==> config.mk <==
export PLATFORM = sky130hd
export DESIGN_NAME = io_button_reader
export DESIGN_NICKNAME = d
export VERILOG_FILES = /design/src/rtl/io_button_reader_pkg.sv /design/src/rtl/io_button_reader_debounce.sv /design/src/rtl/io_button_reader.sv
export SDC_FILE = /design/constraint.sdc
export NUM_CORES = 1
export LEC_CHECK = 0
export ABC_AREA = 1
export BUFFER_PORTS_ARGS = -buffer_cell sky130_fd_sc_hd__buf_2
export CAP_MARGIN = 10
export CORE_MARGIN = 4
export CORE_UTILIZATION = 40
export DETAILED_ROUTE_END_ITERATION = 10
export PLACE_DENSITY_LB_ADDON = 0.15
export SLEW_MARGIN = 20
export SYNTH_ARGS = -nofsm -noshare
export SYNTH_HDL_FRONTEND = slang
export SYNTH_SLANG_ARGS = --single-unit
export TNS_END_PERCENT = 20
==> constraint.sdc <==
create_clock -name clk -period 4.1 [get_ports clk]
set_input_delay 0 -clock clk [delete_from_list [all_inputs] [get_ports clk]]
set_output_delay 0 -clock clk [all_outputs]
set_load 0.1 [all_outputs]
==> src/rtl/io_button_reader_pkg.sv <==
// Shared constants for the Io board button reader: button indices, count and 100 MHz timing.
// Optional auto-repeat is enabled by defining IO_BUTTON_REPEAT_EN.
package io_button_reader_pkg;

    localparam int BTN_UP     = 0;
    localparam int BTN_CENTER = 1;
    localparam int BTN_DOWN   = 2;
    localparam int BTN_LEFT   = 3;
    localparam int BTN_RIGHT  = 4;
    localparam int IO_N_BTN   = 5;

    localparam int IO_DEBOUNCE_CYCLES = 2_000_000;   // 20 ms
    localparam int IO_REPEAT_DELAY    = 50_000_000;  // 0.5 s
    localparam int IO_REPEAT_PERIOD   = 10_000_000;  // 0.1 s

    typedef enum logic [1:0] {
        RPT_IDLE   = 2'd0,
        RPT_DELAY  = 2'd1,
        RPT_REPEAT = 2'd2
    } rpt_state_t;

    function automatic int max_int(input int a, input int b);
        return (a > b) ? a : b;
    endfunction

endpackage

==> src/rtl/io_button_reader_debounce.sv <==
// One button: 2-flop synchronizer, debounce counter, press/release pulses and,
// when IO_BUTTON_REPEAT_EN is defined, a typematic auto-repeat FSM.
module button_debounce
    import io_button_reader_pkg::*;
#(
    parameter int DEBOUNCE_CYCLES = IO_DEBOUNCE_CYCLES,
    parameter int REPEAT_DELAY    = IO_REPEAT_DELAY,
    parameter int REPEAT_PERIOD   = IO_REPEAT_PERIOD
) (
    input  logic clk,
    input  logic rst,
    input  logic i_button,
    output logic o_level,
    output logic o_press,
    output logic o_release
);

    localparam int             CW       = $clog2(DEBOUNCE_CYCLES);
    localparam logic [CW-1:0]  CNT_LAST = CW'(DEBOUNCE_CYCLES - 1);

    if (DEBOUNCE_CYCLES < 2 || REPEAT_DELAY < 1 || REPEAT_PERIOD < 1) begin : g_bad_param
        $error("button_debounce: illegal timing parameters");
    end

    logic          r_s1;
    logic          r_s2;
    logic          r_stable;
    logic          r_press;
    logic          r_release;
    logic [CW-1:0] r_cnt;

    logic w_accept;
    logic w_rise;
    logic w_fall;
    logic w_rep_fire;

    assign w_accept = (r_s2 != r_stable) && (r_cnt == CNT_LAST);
    assign w_rise   = w_accept &  r_s2;
    assign w_fall   = w_accept & ~r_s2;

    // NOTE: sequential state uses non-blocking assignments so every flop samples pre-edge values.
    always_ff @(posedge clk or posedge rst) begin
        if (rst) begin
            r_s1 <= 1'b0;
            r_s2 <= 1'b0;
        end else begin
            r_s1 <= i_button;
            r_s2 <= r_s1;
        end
    end

    // Pulses are registered alongside the stable level so they coincide with its first new cycle.
    always_ff @(posedge clk or posedge rst) begin
        if (rst) begin
            r_stable  <= 1'b0;
            r_cnt     <= '0;
            r_press   <= 1'b0;
            r_release <= 1'b0;
        end else begin
            r_press   <= w_rise | w_rep_fire;
            r_release <= w_fall;
            if (r_s2 == r_stable) begin
                r_cnt <= '0;
            end else if (r_cnt == CNT_LAST) begin
                r_stable <= r_s2;
                r_cnt    <= '0;
            end else begin
                r_cnt <= r_cnt + 1'b1;
            end
        end
    end

`ifdef IO_BUTTON_REPEAT_EN
    localparam int            RW      = $clog2(max_int(max_int(REPEAT_DELAY, REPEAT_PERIOD), 2));
    localparam logic [RW-1:0] RD_LAST = RW'(REPEAT_DELAY - 1);
    localparam logic [RW-1:0] RP_LAST = RW'(REPEAT_PERIOD - 1);

    rpt_state_t    r_state;
    logic [RW-1:0] r_rcnt;

    // A release accepted in the same cycle cancels any repeat that would have fired.
    assign w_rep_fire = ~w_fall &&
                        (((r_state == RPT_DELAY)  && (r_rcnt == RD_LAST)) ||
                         ((r_state == RPT_REPEAT) && (r_rcnt == RP_LAST)));

    always_ff @(posedge clk or posedge rst) begin
        if (rst) begin
            r_state <= RPT_IDLE;
            r_rcnt  <= '0;
        end else if (w_fall) begin
            r_state <= RPT_IDLE;
            r_rcnt  <= '0;
        end else begin
            case (r_state)
                RPT_IDLE: begin
                    r_rcnt <= '0;
                    if (w_rise) r_state <= RPT_DELAY;
                end
                RPT_DELAY: begin
                    if (r_rcnt == RD_LAST) begin
                        r_state <= RPT_REPEAT;
                        r_rcnt  <= '0;
                    end else begin
                        r_rcnt <= r_rcnt + 1'b1;
                    end
                end
                RPT_REPEAT: begin
                    if (r_rcnt == RP_LAST) r_rcnt <= '0;
                    else                   r_rcnt <= r_rcnt + 1'b1;
                end
                default: begin
                    r_state <= RPT_IDLE;
                    r_rcnt  <= '0;
                end
            endcase
        end
    end
`else
    assign w_rep_fire = 1'b0;
`endif

    assign o_level   = r_stable;
    assign o_press   = r_press;
    assign o_release = r_release;

endmodule

==> src/rtl/io_button_reader.sv <==
// Io board button conditioner: one button_debounce per input line.
// Define IO_BUTTON_REPEAT_EN to add auto-repeat press pulses while a button is held.
module io_button_reader
    import io_button_reader_pkg::*;
#(
    parameter int N_BTN           = IO_N_BTN,
    parameter int DEBOUNCE_CYCLES = IO_DEBOUNCE_CYCLES,
    parameter int REPEAT_DELAY    = IO_REPEAT_DELAY,
    parameter int REPEAT_PERIOD   = IO_REPEAT_PERIOD
) (
    input  logic             clk,
    input  logic             rst,
    input  logic [N_BTN-1:0] io_button,
    output logic [N_BTN-1:0] btn_level,
    output logic [N_BTN-1:0] btn_press,
    output logic [N_BTN-1:0] btn_release
);

    for (genvar i = 0; i < N_BTN; i++) begin : g_btn
        button_debounce #(
            .DEBOUNCE_CYCLES (DEBOUNCE_CYCLES),
            .REPEAT_DELAY    (REPEAT_DELAY),
            .REPEAT_PERIOD   (REPEAT_PERIOD)
        ) u_debounce (
            .clk       (clk),
            .rst       (rst),
            .i_button  (io_button[i]),
            .o_level   (btn_level[i]),
            .o_press   (btn_press[i]),
            .o_release (btn_release[i])
        );
    end

endmodule

## Word-level counts from Yosys, hierarchy flattened

Cells that the tools add are included.

| word-level totals | value |
|---|---|
| register bits | 130 |
| bits in latches | 0 |
| RAM bits | 0 |
| bits in read-only memories | 0 |
| bits of input ports | 7 |
| output and inout bits | 15 |
| word-level logic and storage cells | 90 |
| memories | 0 |

| operators by class | value |
|---|---|
| add/subtract/negate cells | 5 |
| multiply operators | 0 |
| div/mod/pow operators | 0 |
| magnitude comparators | 0 |
| eq/ne operators | 15 |
| shift-type cells | 0 |
| multiplexer cells | 10 |
| bitwise logic cells | 20 |
| reductions and logical operators | 10 |

Operators with widths:

| cell | count |
|---|---|
| 21-bit 2-to-1 mux | 10 |
| 21-bit by 1-bit adder with 21-bit output, second input constant | 5 |
| 21-bit equality test, second input constant | 5 |
| 1-bit AND | 10 |
| 1-bit NOT | 10 |
| 2-bit AND reduction | 5 |
| 1-bit equality test | 5 |
| 1-bit logical AND | 5 |
| 1-bit != test | 5 |

## Logic depth before layout (Yosys ltp)

Gate-level depths: netlist of the first run.

| logic depth | value |
|---|---|
| depth in word-level cells | 3 |
| mapped depth | 8 |
| depth with buffers taken out | 8 |

## By module

From an unflattened synthesis of the first run, not the netlist that was laid out.

| unflattened totals | value |
|---|---|
| cells, all modules | 870 |
| area total of the unflattened synthesis | 6994.2 µm² |

Modules (own cells, without submodules):

| module | times used | cells each | area an instance (µm²) | sequential area each (µm²) |
|---|---|---|---|---|
| button_debounce | 5 | 174 | 1398.8 | 650.6 |

## Worst setup path before layout of the first run

No wires, ideal clock.

| timing | value |
|---|---|
| path kind | register to register |
| start | reg g_btn[1].u_debounce.r_cnt[0] |
| end | reg g_btn[1].u_debounce.r_cnt[10] |
| setup time | 0.120 ns |
| data arrival time | 1.206 ns |
| path slack | 2.774 ns |
| cell stages (with the launch flop) | 9 |
| period minus slack after synthesis | 1.326 ns |
| path through | dfrtp_1 ha_1 nand2_1 nor2_4 nand2_2 nor2_4 nand3_4 nand2_2 nor2_1 |

| between the ends | value |
|---|---|
| longest elaborated chain between the ends | 3 |
| elaborated cells between the ends (all ways) | 4 |
| classes of those cells | 1 x add/sub; 1 x eq/ne; 2 x mux |

Ends and longest elaborated chain:

| element | line | RTL |
|---|---|---|
| from (decl) | io_button_reader_debounce.sv:30 | `logic [CW-1:0] r_cnt;` |
| from (signal assigned) | io_button_reader_debounce.sv:68 | `r_cnt <= r_cnt + 1'b1;` |
| 21-bit by 1-bit adder with 21-bit output or 21-bit equality test (tied branches) | io_button_reader_debounce.sv:68, io_button_reader_debounce.sv:64 |  |
| 21-bit 2-to-1 mux (*) | io_button_reader_debounce.sv:64 | `end else if (r_cnt == CNT_LAST) begin` |
| 21-bit 2-to-1 mux (*) | io_button_reader_debounce.sv:62 | `if (r_s2 == r_stable) begin` |

Mark *: on every way between the ends. The rest lies on a longest branch, timed or not.
A chain may end at the register's enable or synchronous reset.

## Worst setup path in the final report of the first run

| timing | value |
|---|---|
| start | reg g_btn[4].u_debounce.r_stable |
| end | reg g_btn[4].u_debounce.r_cnt[10] |

| between the ends | value |
|---|---|
| longest elaborated chain between the ends | 2 |

Ends and longest elaborated chain:

| element | line | RTL |
|---|---|---|
| from (decl) | io_button_reader_debounce.sv:27 | `logic r_stable;` |
| from (signal assigned) | io_button_reader_debounce.sv:65 | `r_stable <= r_s2;` |
| 1-bit equality test | io_button_reader_debounce.sv:62 |  |
| 21-bit 2-to-1 mux | io_button_reader_debounce.sv:62 |  |
| to (signal assigned) | io_button_reader_debounce.sv:68 |  |
| to (decl) | io_button_reader_debounce.sv:30 |  |

Every way passes these cells.

==> results of run 1 <==
==> synthesized netlist by cell type (2+ instances only) <==
library cell  instances  area share
ha_1                  5      0.0091
a21oi_1              22       0.016
inv_2                 4      0.0022
nor3b_2               5      0.0091
o21ai_0               6      0.0044
nor3_1               12      0.0087
o21ai_1               3      0.0022
nor2_1              218        0.12
nand3_4               4       0.010
xnor2_1              18       0.023
nand2_4               2      0.0033
xor2_1               35       0.045
inv_1                85       0.046
nand3_1              77       0.056
nand4_1               7      0.0064
nand2_2              23       0.021
nor3b_1               5      0.0055
dfrtp_1             130        0.47
and2_1                2      0.0018
nor2_4               19       0.031
nor3_2                8       0.012
nor2_2                9      0.0082
nand2_1             112       0.061
nand3b_1              5      0.0055
buf_4                15       0.016
==> critical path, cell delays in order (launching register included) <==
cell     delay [ns]
dfrtp_1        0.40
inv_1          0.10
nor2_1         0.05
nor2_2         0.37
inv_1          0.22
nand2_2        0.20
nor2_1         0.07
==> stage by stage <==
step           hold WS, ns  cell area [um^2]  std cells  setup slack (ns)
2_1_floorplan      0.03143              6870        834            0.6307
3_3_place_gp        0.1106              7151       1061             2.561
3_5_place_dp        0.1098              7151       1061             2.539
4_1_cts             0.1984              7749       1099             2.530
5_1_grt             0.2206              7749       1099             2.362
6_report            0.2233              7749       1099             2.588
==> power groups by stage <==
| stage | combinational (W) | clock (W) | sequential (W) |
|---|---|---|---|
| after detailed placement | 0.0000812 | 0 | 0.00134 |
| after global placement | 0.0000808 | 0 | 0.00134 |
| after floorplan | 0.0000581 | 0 | 0.00133 |
| after global routing | 0.0000984 | 0.00149 | 0.00131 |
| after CTS | 0.0000857 | 0.00142 | 0.00131 |
| final | 0.0000808 | 0.00137 | 0.00131 |
==> registers in the layout, summed over array words and instances, names as in the netlist <==
name	count
g_btn.u_debounce.o_release	5
g_btn.u_debounce.r_s2	5
g_btn.u_debounce.o_level	5
g_btn.u_debounce.r_cnt	105
g_btn.u_debounce.r_s1	5
g_btn.u_debounce.o_press	5
==> worst paths after layout <==
kind | startpoint | endpoint | slack [ns] | depth (start not counted)
min in group asynchronous | rst | g_btn[4].u_debounce.r_s1 | 0.31 | 3
min reg2reg | g_btn[1].u_debounce.r_s1 | g_btn[1].u_debounce.r_s2 | 0.35 | 0
max in group asynchronous | rst | g_btn[4].u_debounce.o_release | 2.82 | 4
max | g_btn[4].u_debounce.o_level | g_btn[4].u_debounce.r_cnt[10] | 2.59 | 6
min | io_button[1] | g_btn[1].u_debounce.r_s1 | 0.22 | 2
max reg2reg | g_btn[4].u_debounce.o_level | g_btn[4].u_debounce.r_cnt[10] | 2.59 | 6
==> cells by family (layout without fill, tap and decap cells) <==
logic type | Yosys count | after routing
AOI/OAI and AO/OA | 33 | 33
xor gates and xnor gates | 53 | 53
adders and majority gates | 5 | 5
buffers and inverters | 104 | 149
DFF | 130 | 130
and+or+nand+nor | 509 | 509
==> routing by layer <==
layer	vias to the layer above	routed length [um]
met5	-	0
met4	0	119
met3	10	587
met2	60	5557
met1	2339	6869
li1	2680	-
==> cell type report <==
| cell class | count | area [um^2] | area share |
|---|---|---|---|
| inverters | 89 | 339.1 | 0.04376 |
| flip-flops and latches | 130 | 3253 | 0.4198 |
| clock inverters | 14 | 108.9 | 0.01405 |
| clock buffers | 18 | 429.2 | 0.05539 |
| well taps | 220 | 275.3 | 0.03552 |
| repair buffers | 28 | 172.7 | 0.02228 |
| multi-input cells | 600 | 3171 | 0.4092 |
==> timing repair <==
action | 4_1_cts | 5_1_grt
gates resized for setup | 0 | 0
endpoints found under the hold margin | 105 | 0
hold buffers | 6 | 0
==> placed cells by master, fill, tap and decap left out <==
cell type      synthesis  routed
nor2_1               218     218
dfrtp_1              130     130
nand2_1              112     112
inv_1                 85      84
nand3_1               77      77
xor2_1                35      35
nand2_2               23      23
a21oi_1               22      22
buf_2                  0      21
nor2_4                19      19
xnor2_1               18      18
clkbuf_16              0      17
nor3_1                12      12
nor2_2                 9       9
nor3_2                 8       8
nand4_1                7       7
o21ai_0                6       6
dlygate4sd3_1          0       6
nor3b_1                5       5
nand3b_1               5       5
nor3b_2                5       5
ha_1                   5       5
clkinvlp_4             0       5
nand3_4                4       4
inv_2                  4       4
inv_6                  0       4
clkinv_4               0       4
o21ai_1                3       3
nand2_4                2       2
and2_1                 2       2
clkinv_2               0       2
a31oi_1                1       1
o21bai_1               1       1
nand3_2                1       1
clkbuf_1               0       1
buf_4                 15       1
==> key figures, run 1 <==
Logic synthesis
  • Post-synthesis compound-gate area fraction: 0.02459
  • Post-synth top flop: dfrtp_1
  • Syn Nets: 846
  • Simple-Gate Fraction of Synth Area: 0.3602
  • Post-Synth XOR/XNOR Area: 0.06757
  • Fraction of registers with async set/reset: 1.000
  • Number of enable flip-flop cells after synthesis: 0
  • Adder-cell area share of the yosys netlist: 0.009106
  • Sequential-to-total area share from yosys stat: 0.4735
  • Synth cell types: 28
  • Syn Inst Count: 834
  • Main combinational cell family by area after synthesis: simple AND/OR/NAND/NOR gates
  • Post-synthesis mux area share: 0
  • Syn avg cell area: 8.238 um^2
  • Seq cells post-synth: 130
  • Syn. warnings: 0
  • Netlist Area Pre-Place: 6870 um^2

Cells and area
  • Nets: 878
  • Fin util: 0.4640
  • Share of cells above drive strength 1: 0.1468
  • Fillers: 1642
  • Diodes inserted: 0
  • Layout area overhead: 12.78%

Clocking
  • Clk slew on worst S/H paths: 0.06 ns
  • CTS tree: built
  • Clock sink count: 130
  • H-Tree Depth: 4
  • TritonCTS buffer count: 17
  • Post-CTS Setup Inserts: 0
  • Root Buffer: clkbuf_16
  • Worst-Skew Late Latency: 0.42 ns
  • Clock Path Buffers: 2

Status
  • Outcome: completed

Die
  • DIE WIDTH: 139.1 um
  • Die Ht: 139.1 um
  • Initial Util: 0.4114
  • Row count: 47
  • Num ports: 22
  • CORE AREA: 16700 um^2
  • Die area: 19340 um^2

GRT
  • Vias in the first global route: 4985
  • First-pass GRT wire length: 23.89 mm
  • Largest net degree at the start of global routing: 102
  • Grt met1 use: 0.2191
  • Met3 GRT Util: 0.04241
  • Grt total ovfl: 0
  • GRT Overall Usage: 0.1488
  • GRT Max-Usage Layer: met1
  • Antenna violations before repair: 1
  • Grt met2 use: 0.2153

STA
  • Fmax: 661.4 MHz
  • RSZ-0062 raised after global routing: no
  • Final Max Tran Viols: 0
  • Max-slew headroom: 0.4101
  • Period utilization: 0.3688
  • Setup Skew: 0.007749 ns
  • Minimum clock period after layout: 1.512 ns
  • # setup viols final: 0
  • Setup TNS: 0 ns
  • Final hold vios: 0
  • Worst slew pin tran: 0.8848 ns

Worst setup path
  • Startpoint Class: flop
  • Worst path required time: 4.41 ns
  • Critical path class: reg -> reg
  • Data arrival time of the worst path: 1.82 ns
  • Crit. End Element: flop
  • CP Max Fanout: 10

Drt
  • Vias: 5089
  • TritonRoute pass-1 iters: 4
  • Vias/cell: 4.631
  • Final wirelength: 13.13 mm
  • DRC viols: 0
  • Iter 0 DRT Violations: 284
  • WL/cell: 11.95 um
  • Antenna-violating nets left: 0

Power and ir drop
  • Switching pwr: 0.0006630 W
  • Sw Share: 0.2400
  • Pint: 0.002100 W
  • PwrDens: 356.5 nW/um^2
  • Pleak: 3.325 nW
  • Overall Power: 0.002763 W
  • Clock power frac: 0.496
  • IR Drop Worst-Case VDD: 315.3 uV
  • Gate power share: 0.029
  • Reg power frac: 0.475

Placement
  • # port buffers: 21
  • Gpl congestion: 0.8153
  • Detailed Place HPWL: 9.397 mm

Flow run
  • Max-cap violation count: 0

Worst hold path
  • HP Class: in -> reg
(Power assumes the default switching activity.)
==> run 2: changes to the inputs <==
==> constraint.sdc (replaced) <==
create_clock -name clk -period 1.4 [get_ports clk]
set_input_delay 0 -clock clk [delete_from_list [all_inputs] [get_ports clk]]
set_output_delay 0 -clock clk [all_outputs]
set_load 0.1 [all_outputs]
==> key figures, run 2 (same netlist as run 1, synthesis figures left out) <==
Cells and area
  • Most frequent cells in the layout: nor2_1, dfrtp_1, nand2_1, inv_1, nand3_1 (unchanged)
  • Nets: 933 (was 878)
  • Finished layout cell area: 8461 um^2 (was 7749 um^2)
  • Most flops, register: g_btn.u_debounce.r_cnt (unchanged)
  • Share of cells above drive strength 1: 0.2591 (was 0.1468)
  • Diodes inserted: 0 (unchanged)
  • Fillers: 1626 (was 1642)
  • Layout area overhead: 23.15% (was 12.78%)
  • Flip-flop count of the largest register after layout: 105 (unchanged)
  • Commonest non-fill, non-tap cell in the layout: nor2_1 (unchanged)
  • Finished Layout Cells: 1150 (was 1099)

Placement
  • Placed Area: 7497 um^2 (was 7151 um^2)
  • # port buffers: 21 (unchanged)
  • Post-Place Cells: 1104 (was 1061)
  • Detailed Place HPWL: 9.960 mm (was 9.397 mm)
  • Gpl congestion: 0.8235 (was 0.8153)

Drt
  • Antenna-violating nets left: 0 (unchanged)
  • WL/cell: 12.40 um (was 11.95 um)
  • Vias/cell: 4.670 (was 4.631)
  • TritonRoute pass-1 iters: 4 (unchanged)
  • Vias: 5371 (was 5089)
  • Iter 0 DRT Violations: 303 (was 284)
  • Final wirelength: 14.26 mm (was 13.13 mm)
  • DRC viols: 0 (unchanged)

Die
  • DIE WIDTH: 139.1 um (unchanged)
  • Row count: 47 (unchanged)
  • Initial Util: 0.4114 (unchanged)
  • Die Ht: 139.1 um (unchanged)
  • Num ports: 22 (unchanged)
  • Die area: 19340 um^2 (unchanged)
  • CORE AREA: 16700 um^2 (unchanged)

STA
  • # setup viols final: 32 (was 0)
  • Final WS setup: -0.05927 ns (was 2.588 ns)
  • Max-slew headroom: 0.6674 (was 0.4101)
  • Period utilization: 1.042 (was 0.3688)
  • Fmax: 685.3 MHz (was 661.4 MHz)
  • RSZ-0062 raised after global routing: yes (was no)
  • Worst slew pin tran: 0.5023 ns (was 0.8848 ns)
  • Final hold vios: 0 (unchanged)
  • Setup TNS: -0.7849 ns (was 0 ns)
  • Hold Worst Slack: 0.02836 ns (was 0.2233 ns)
  • Final Max Tran Viols: 0 (unchanged)
  • Setup Skew: 0.01103 ns (was 0.007749 ns)
  • Minimum clock period after layout: 1.459 ns (was 1.512 ns)

GRT
  • First-pass GRT wire length: 24.45 mm (was 23.89 mm)
  • Vias in the first global route: 5102 (was 4985)
  • Grt met1 use: 0.2217 (was 0.2191)
  • Grt met2 use: 0.2309 (was 0.2153)
  • Grt total ovfl: 0 (unchanged)
  • GRT Overall Usage: 0.1528 (was 0.1488)
  • GRT Max-Usage Layer: met2 (was met1)
  • Met3 GRT Util: 0.03793 (was 0.04241)
  • Antenna violations before repair: 0 (was 1)
  • Largest net degree at the start of global routing: 66 (was 102)

Worst setup path
  • Worst path required time: 1.69 ns (was 4.41 ns)
  • Worst r2r src: g_btn[3].u_debounce.r_cnt[0] (was g_btn[4].u_debounce.o_level)
  • Startpoint Class: flop (unchanged)
  • Crit. End Element: flop (unchanged)
  • R2R depth: 8 (was 6)
  • Reg2reg end: g_btn[3].u_debounce.r_cnt[9] (was g_btn[4].u_debounce.r_cnt[10])
  • Data arrival time of the worst path: 1.75 ns (was 1.82 ns)
  • Reg-to-reg slack, setup: -0.06 ns (was 2.59 ns)
  • CP Max Fanout: 5 (was 10)
  • Critical path class: reg -> reg (unchanged)

Clocking
  • TritonCTS buffer count: 17 (unchanged)
  • Clock Path Buffers: 2 (unchanged)
  • H-Tree Depth: 4 (unchanged)
  • Clk slew on worst S/H paths: 0.05 ns (was 0.06 ns)
  • Worst-Skew Late Latency: 0.41 ns (was 0.42 ns)
  • Clock sink count: 130 (unchanged)
  • Root Buffer: clkbuf_16 (unchanged)
  • CTS tree: built (unchanged)

Status
  • Failing checks: negative setup slack
  • Outcome: finished with violations (was completed)

Power and ir drop
  • Pleak: 3.672 nW (was 3.325 nW)
  • IR Drop Worst-Case VDD: 804.5 uV (was 315.3 uV)
  • PwrDens: 945.2 nW/um^2 (was 356.5 nW/um^2)

Worst hold path
  • HP Class: in -> async (was in -> reg)

Flow run
  • Max-cap violation count: 0 (unchanged)
-- run 2: changes by cell type in the layout (fill, tap and decap cells not counted), sizes merged --
cell,before,now
nand3,82,85
buf,22,73
nand2,137,138
clkbuf,18,21
inv,92,88
clkinvlp,5,2
-- run 2: critical path, stage by stage (launching register included) --
cell and delay (ns):
dfrtp_1 0.35, ha_2 0.19, nand2_2 0.07, nor2_4 0.12, nand2_2 0.08, nor2_4 0.16
nand3_4 0.16, nand2_4 0.15, nor2_1 0.05
-- run 2: area by class of cell --
cell class              count  area, um^2  area share
clock buffers              21       470.5     0.05560
clock inverters             7       37.54    0.004437
inverters                  89       337.8     0.03993
multi-input cells         604        3501      0.4138
flip-flops and latches    130        3258      0.3851
well taps                 220       275.3     0.03253
repair buffers             79       580.6     0.06862
-- run 2: how the worst max path moves through the flow --
stage          slack (ns)  depth (start not counted)                          from                       endpoint
4_1_cts             -0.05                          5  g_btn[4].u_debounce.r_cnt[0]    g_btn[4].u_debounce.o_press
6_report            -0.06                          8  g_btn[3].u_debounce.r_cnt[0]   g_btn[3].u_debounce.r_cnt[9]
3_5_place_dp        -0.06                          8  g_btn[1].u_debounce.r_cnt[0]  g_btn[1].u_debounce.r_cnt[10]
2_1_floorplan       -0.21                          1                           rst    g_btn[0].u_debounce.o_level
5_1_grt             -0.17                          8  g_btn[1].u_debounce.r_cnt[1]    g_btn[1].u_debounce.o_level
3_3_place_gp       -0.005                          6  g_btn[4].u_debounce.r_cnt[0]  g_btn[4].u_debounce.r_cnt[10]
-- run 2: power breakdown --
group | internal (W) | total (W) | switching (W)
sequential | 0.00381 | 0.00385 | 0.0000418
clock | 0.00234 | 0.00383 | 0.00150
combinational | 0.000112 | 0.000312 | 0.000200
-- run 2: stage by stage --
| stage | utilization | worst slack [ns] | total power [W] |
|---|---|---|---|
| global route | 0.5066 | -0.1676 | 0.008375 |
| detailed placement | 0.4489 | -0.05588 | 0.004187 |
| floorplan | - | -0.2092 | 0.004072 |
| global placement | 0.4489 | -0.005383 | 0.004182 |
| finish | 0.5066 | -0.05927 | 0.007997 |
| CTS | 0.4868 | -0.04950 | 0.008106 |
-- run 2: timing repair --
| action | in CTS | in global routing |
|---|---|---|
| pin swaps | 1 | 14 |
| cloned | 3 | 1 |
| setup endpoints to repair | 47 | 89 |
| buffers inserted | 0 | 8 |
| gates resized for setup | 11 | 70 |
| hold endpoints to repair | 135 | 0 |
| hold buffers | 6 | 0 |
-- run 2: per-layer routing --
| layer | wire length, um | up-vias |
|---|---|---|
| li1 | - | 2798 |
| met1 | 7255 | 2498 |
| met2 | 6418 | 67 |
| met3 | 459 | 8 |
| met4 | 123 | 0 |
| met5 | 0 | - |
==> run 3: changes to the inputs <==
--- a/config.mk
+++ b/config.mk
@@ -6,6 +6,7 @@
 export NUM_CORES = 1
 export LEC_CHECK = 0
 export ABC_AREA = 1
+export ABC_CLOCK_PERIOD_IN_PS = 1400
 export BUFFER_PORTS_ARGS = -buffer_cell sky130_fd_sc_hd__buf_2
 export CAP_MARGIN = 10
 export CORE_MARGIN = 4
@@ -15,5 +16,6 @@
 export SLEW_MARGIN = 20
 export SYNTH_ARGS = -nofsm -noshare
 export SYNTH_HDL_FRONTEND = slang
+export SYNTH_HIERARCHICAL = 1
 export SYNTH_SLANG_ARGS = --single-unit
 export TNS_END_PERCENT = 20
==> key figures, run 3 <==
Clocking
  • Clk slew on worst S/H paths: 0.06 ns (was 0.05 ns)
  • TritonCTS buffer count: 17 (unchanged)
  • Root Buffer: clkbuf_16 (unchanged)
  • Worst-Skew Late Latency: 0.42 ns (was 0.41 ns)
  • Clock Path Buffers: 2 (unchanged)
  • Clock sink count: 130 (unchanged)
  • CTS tree: built (unchanged)
  • H-Tree Depth: 4 (unchanged)

Placement
  • Setup WS pre-CTS: -0.03020 ns (was -0.05588 ns)
  • # port buffers: 21 (unchanged)
  • Detailed Place HPWL: 11.46 mm (was 9.960 mm)
  • Placed Area: 7717 um^2 (was 7497 um^2)
  • Gpl congestion: 0.8650 (was 0.8235)

Die
  • Row count: 48 (was 47)
  • Die area: 19660 um^2 (was 19340 um^2)
  • DIE WIDTH: 140.2 um (was 139.1 um)
  • Num ports: 22 (unchanged)
  • CORE AREA: 17240 um^2 (was 16700 um^2)
  • Initial Util: 0.4058 (was 0.4114)
  • Die Ht: 140.2 um (was 139.1 um)

Logic synthesis
  • Syn Inst Count: 870 (was 834)
  • Sequential-to-total area share from yosys stat: 0.4651 (was 0.4735)
  • Cell taking the most area after synthesis: dfrtp_1 (unchanged)
  • Most frequent cells after synthesis: nor2_1, dfrtp_1, nand2_1, inv_1, nand3_1 (unchanged)
  • Syn Nets: 882 (was 846)
  • Synth cell types: 22 (was 28)
  • Number of enable flip-flop cells after synthesis: 0 (unchanged)
  • Syn. warnings: 6 (was 0)
  • Syn avg cell area: 8.039 um^2 (was 8.238 um^2)
  • Seq cells post-synth: 130 (unchanged)
  • Yosys top cell area share: 0.4651 (was 0.4735)
  • Area contributors post-synth: dfrtp_1, nor2_1, nand2_1, nand3_1, xor2_1 (was dfrtp_1, nor2_1, nand2_1, nand3_1, inv_1)
  • Netlist Area Pre-Place: 6994 um^2 (was 6870 um^2)
  • Post-synth top flop: dfrtp_1 (unchanged)
  • Fraction of registers with async set/reset: 1.000 (unchanged)
  • Cell with the most instances after synthesis: nor2_1 (unchanged)

STA
  • Final WS setup: -0.01208 ns (was -0.05927 ns)
  • Final Max Tran Viols: 0 (unchanged)
  • Setup TNS: -0.02275 ns (was -0.7849 ns)
  • # setup viols final: 4 (was 32)
  • RSZ-0062 raised after global routing: yes (unchanged)
  • Worst slew pin tran: 0.5742 ns (was 0.5023 ns)
  • Max-slew headroom: 0.6168 (was 0.6674)
  • Minimum clock period after layout: 1.412 ns (was 1.459 ns)
  • Final hold vios: 0 (unchanged)
  • Period utilization: 1.009 (was 1.042)
  • Fmax: 708.2 MHz (was 685.3 MHz)
  • Setup Skew: 0.008544 ns (was 0.01103 ns)

Drt
  • Iter 0 DRT Violations: 299 (was 303)
  • Vias/cell: 4.783 (was 4.670)
  • WL/cell: 13.25 um (was 12.40 um)
  • TritonRoute pass-1 iters: 5 (was 4)
  • Vias: 5788 (was 5371)
  • Antenna-violating nets left: 0 (unchanged)
  • DRC viols: 0 (unchanged)
  • Final wirelength: 16.03 mm (was 14.26 mm)

Worst setup path
  • CP Max Fanout: 7 (was 5)
  • Crit. End Element: flop (unchanged)
  • Reg-to-reg slack, setup: -0.01 ns (was -0.06 ns)
  • Reg2reg end: g_btn[2].u_debounce/r_cnt[5] (was g_btn[3].u_debounce.r_cnt[9])
  • Data arrival time of the worst path: 1.72 ns (was 1.75 ns)
  • Startpoint Class: flop (unchanged)
  • R2R depth: 6 (was 8)
  • Worst r2r src: g_btn[2].u_debounce/r_cnt[1] (was g_btn[3].u_debounce.r_cnt[0])
  • Worst setup path end: g_btn[2].u_debounce/r_cnt[5] (was g_btn[3].u_debounce.r_cnt[9])
  • Beginning of the critical path: g_btn[2].u_debounce/r_cnt[1] (was g_btn[3].u_debounce.r_cnt[0])
  • Worst path required time: 1.71 ns (was 1.69 ns)
  • Critical path class: reg -> reg (unchanged)

Cells and area
  • Share of cells above drive strength 1: 0.2721 (was 0.2591)
  • Diodes inserted: 0 (unchanged)
  • Layout area overhead: 27.14% (was 23.15%)
  • Flip-flop count of the largest register after layout: 105 (unchanged)
  • Commonest non-fill, non-tap cell in the layout: nor2_1 (unchanged)
  • Finished layout cell area: 8892 um^2 (was 8461 um^2)
  • Most flops, register: g_btn.u_debounce/r_cnt (was g_btn.u_debounce.r_cnt)
  • Nets: 984 (was 933)
  • Most frequent cells in the layout: nor2_1, dfrtp_1, nand2_1, inv_1, nand3_1 (unchanged)

GRT
  • Met3 GRT Util: 0.04063 (was 0.03793)
  • First-pass GRT wire length: 26.70 mm (was 24.45 mm)
  • Grt total ovfl: 0 (unchanged)
  • Grt met1 use: 0.2178 (was 0.2217)
  • GRT Max-Usage Layer: met2 (unchanged)
  • Grt met2 use: 0.2767 (was 0.2309)
  • Vias in the first global route: 5590 (was 5102)
  • Largest net degree at the start of global routing: 27 (was 66)
  • Antenna violations before repair: 0 (unchanged)
  • GRT Overall Usage: 0.1664 (was 0.1528)

Power and ir drop
  • Switching pwr: 0.001918 W (was 0.001737 W)
  • Sw Share: 0.2103 (was 0.2172)
  • Pint: 0.007201 W (was 0.006260 W)
  • IR Drop Worst-Case VDD: 900.3 uV (was 804.5 uV)
  • Gate power share: 0.039 (about the same)
  • Clock power frac: 0.539 (was 0.479)
  • PwrDens: 1025 nW/um^2 (was 945.2 nW/um^2)
  • Overall Power: 0.009119 W (was 0.007997 W)
  • Pleak: 3.653 nW (was 3.672 nW)
  • Reg power frac: 0.422 (was 0.482)

Status
  • Failing checks: negative setup slack (unchanged)
  • Outcome: finished with violations (unchanged)

Flow run
  • Max-cap violation count: 0 (unchanged)

Worst hold path
  • HP Class: in -> async (unchanged)
==> run 3: critical path, cell delays in order (launching register included) <==
cell and delay (ns):
dfrtp_1 0.36, ha_2 0.20, nand4_1 0.17, nor2_4 0.22
nand3_4 0.16, nand2_8 0.15, nor2_1 0.05
==> run 3: cell type report <==
cell class	instances	area, um^2
clock buffer	20	456.7
sequential	130	3277
inverter	95	356.6
tap	225	281.5
clock inverter	12	205.2
timing repair buffer	79	555.5
fill	1634	8344
multi-input combinational	649	3760
==> run 3: logic make-up after synthesis <==
group / share of synthesized area
simple gates: 0.3784
flops: 0.4651
buf+inv: 0.05098
xor+xnor: 0.06261
compound gates: 0.03399
fa+ha+maj: 0.008945
==> run 3: how the worst min path moves through the flow <==
stage	slack, ns	end	depth (start not counted)	startpoint
3_3_place_gp	0.08	g_btn[4].u_debounce/r_cnt[13]	2	rst
2_1_floorplan	0.03	g_btn[0].u_debounce/r_s1	0	io_button[0]
3_5_place_dp	0.09	g_btn[4].u_debounce/r_cnt[13]	2	rst
4_1_cts	0.18	g_btn[4].u_debounce/o_release	3	rst
5_1_grt	0.22	g_btn[4].u_debounce/o_press	3	rst
6_report	0.18	g_btn[4].u_debounce/o_level	3	rst
==> run 3: repair_timing <==
| action | in CTS | in global routing |
|---|---|---|
| cloned | 0 | 4 |
| pin swaps | 0 | 29 |
| setup endpoints to repair | 22 | 79 |
| hold buffers | 6 | 0 |
| endpoints found under the hold margin | 104 | 0 |
| setup buffers | 0 | 13 |
| resized for setup | 6 | 70 |
==> run 3: power by group through the flow <==
stage                     clock network (W)  registers [W]  logic (W)
after detailed placement                  0        0.00391   0.000318
after floorplan                           0        0.00391   0.000181
after global routing                0.00523        0.00385   0.000411
after CTS                           0.00505        0.00384   0.000335
final                               0.00492        0.00385   0.000353
after global placement                    0        0.00391   0.000316
==> run 3: layer usage <==
layer | part of all wire | up-vias
met5 | 0 | -
met4 | 0.0079 | 0
met3 | 0.036 | 10
met2 | 0.50 | 88
met1 | 0.46 | 2716
li1 | - | 2974
==> run 3: stage by stage <==
step	hold slack (ns)	utilization	std cells
finish	0.1845	0.5159	1210
detailed placement	0.08524	0.4477	1155
CTS	0.1791	0.4915	1193
global route	0.2173	0.5159	1210
floorplan	0.03143	-	870
global placement	0.07853	0.4477	1155
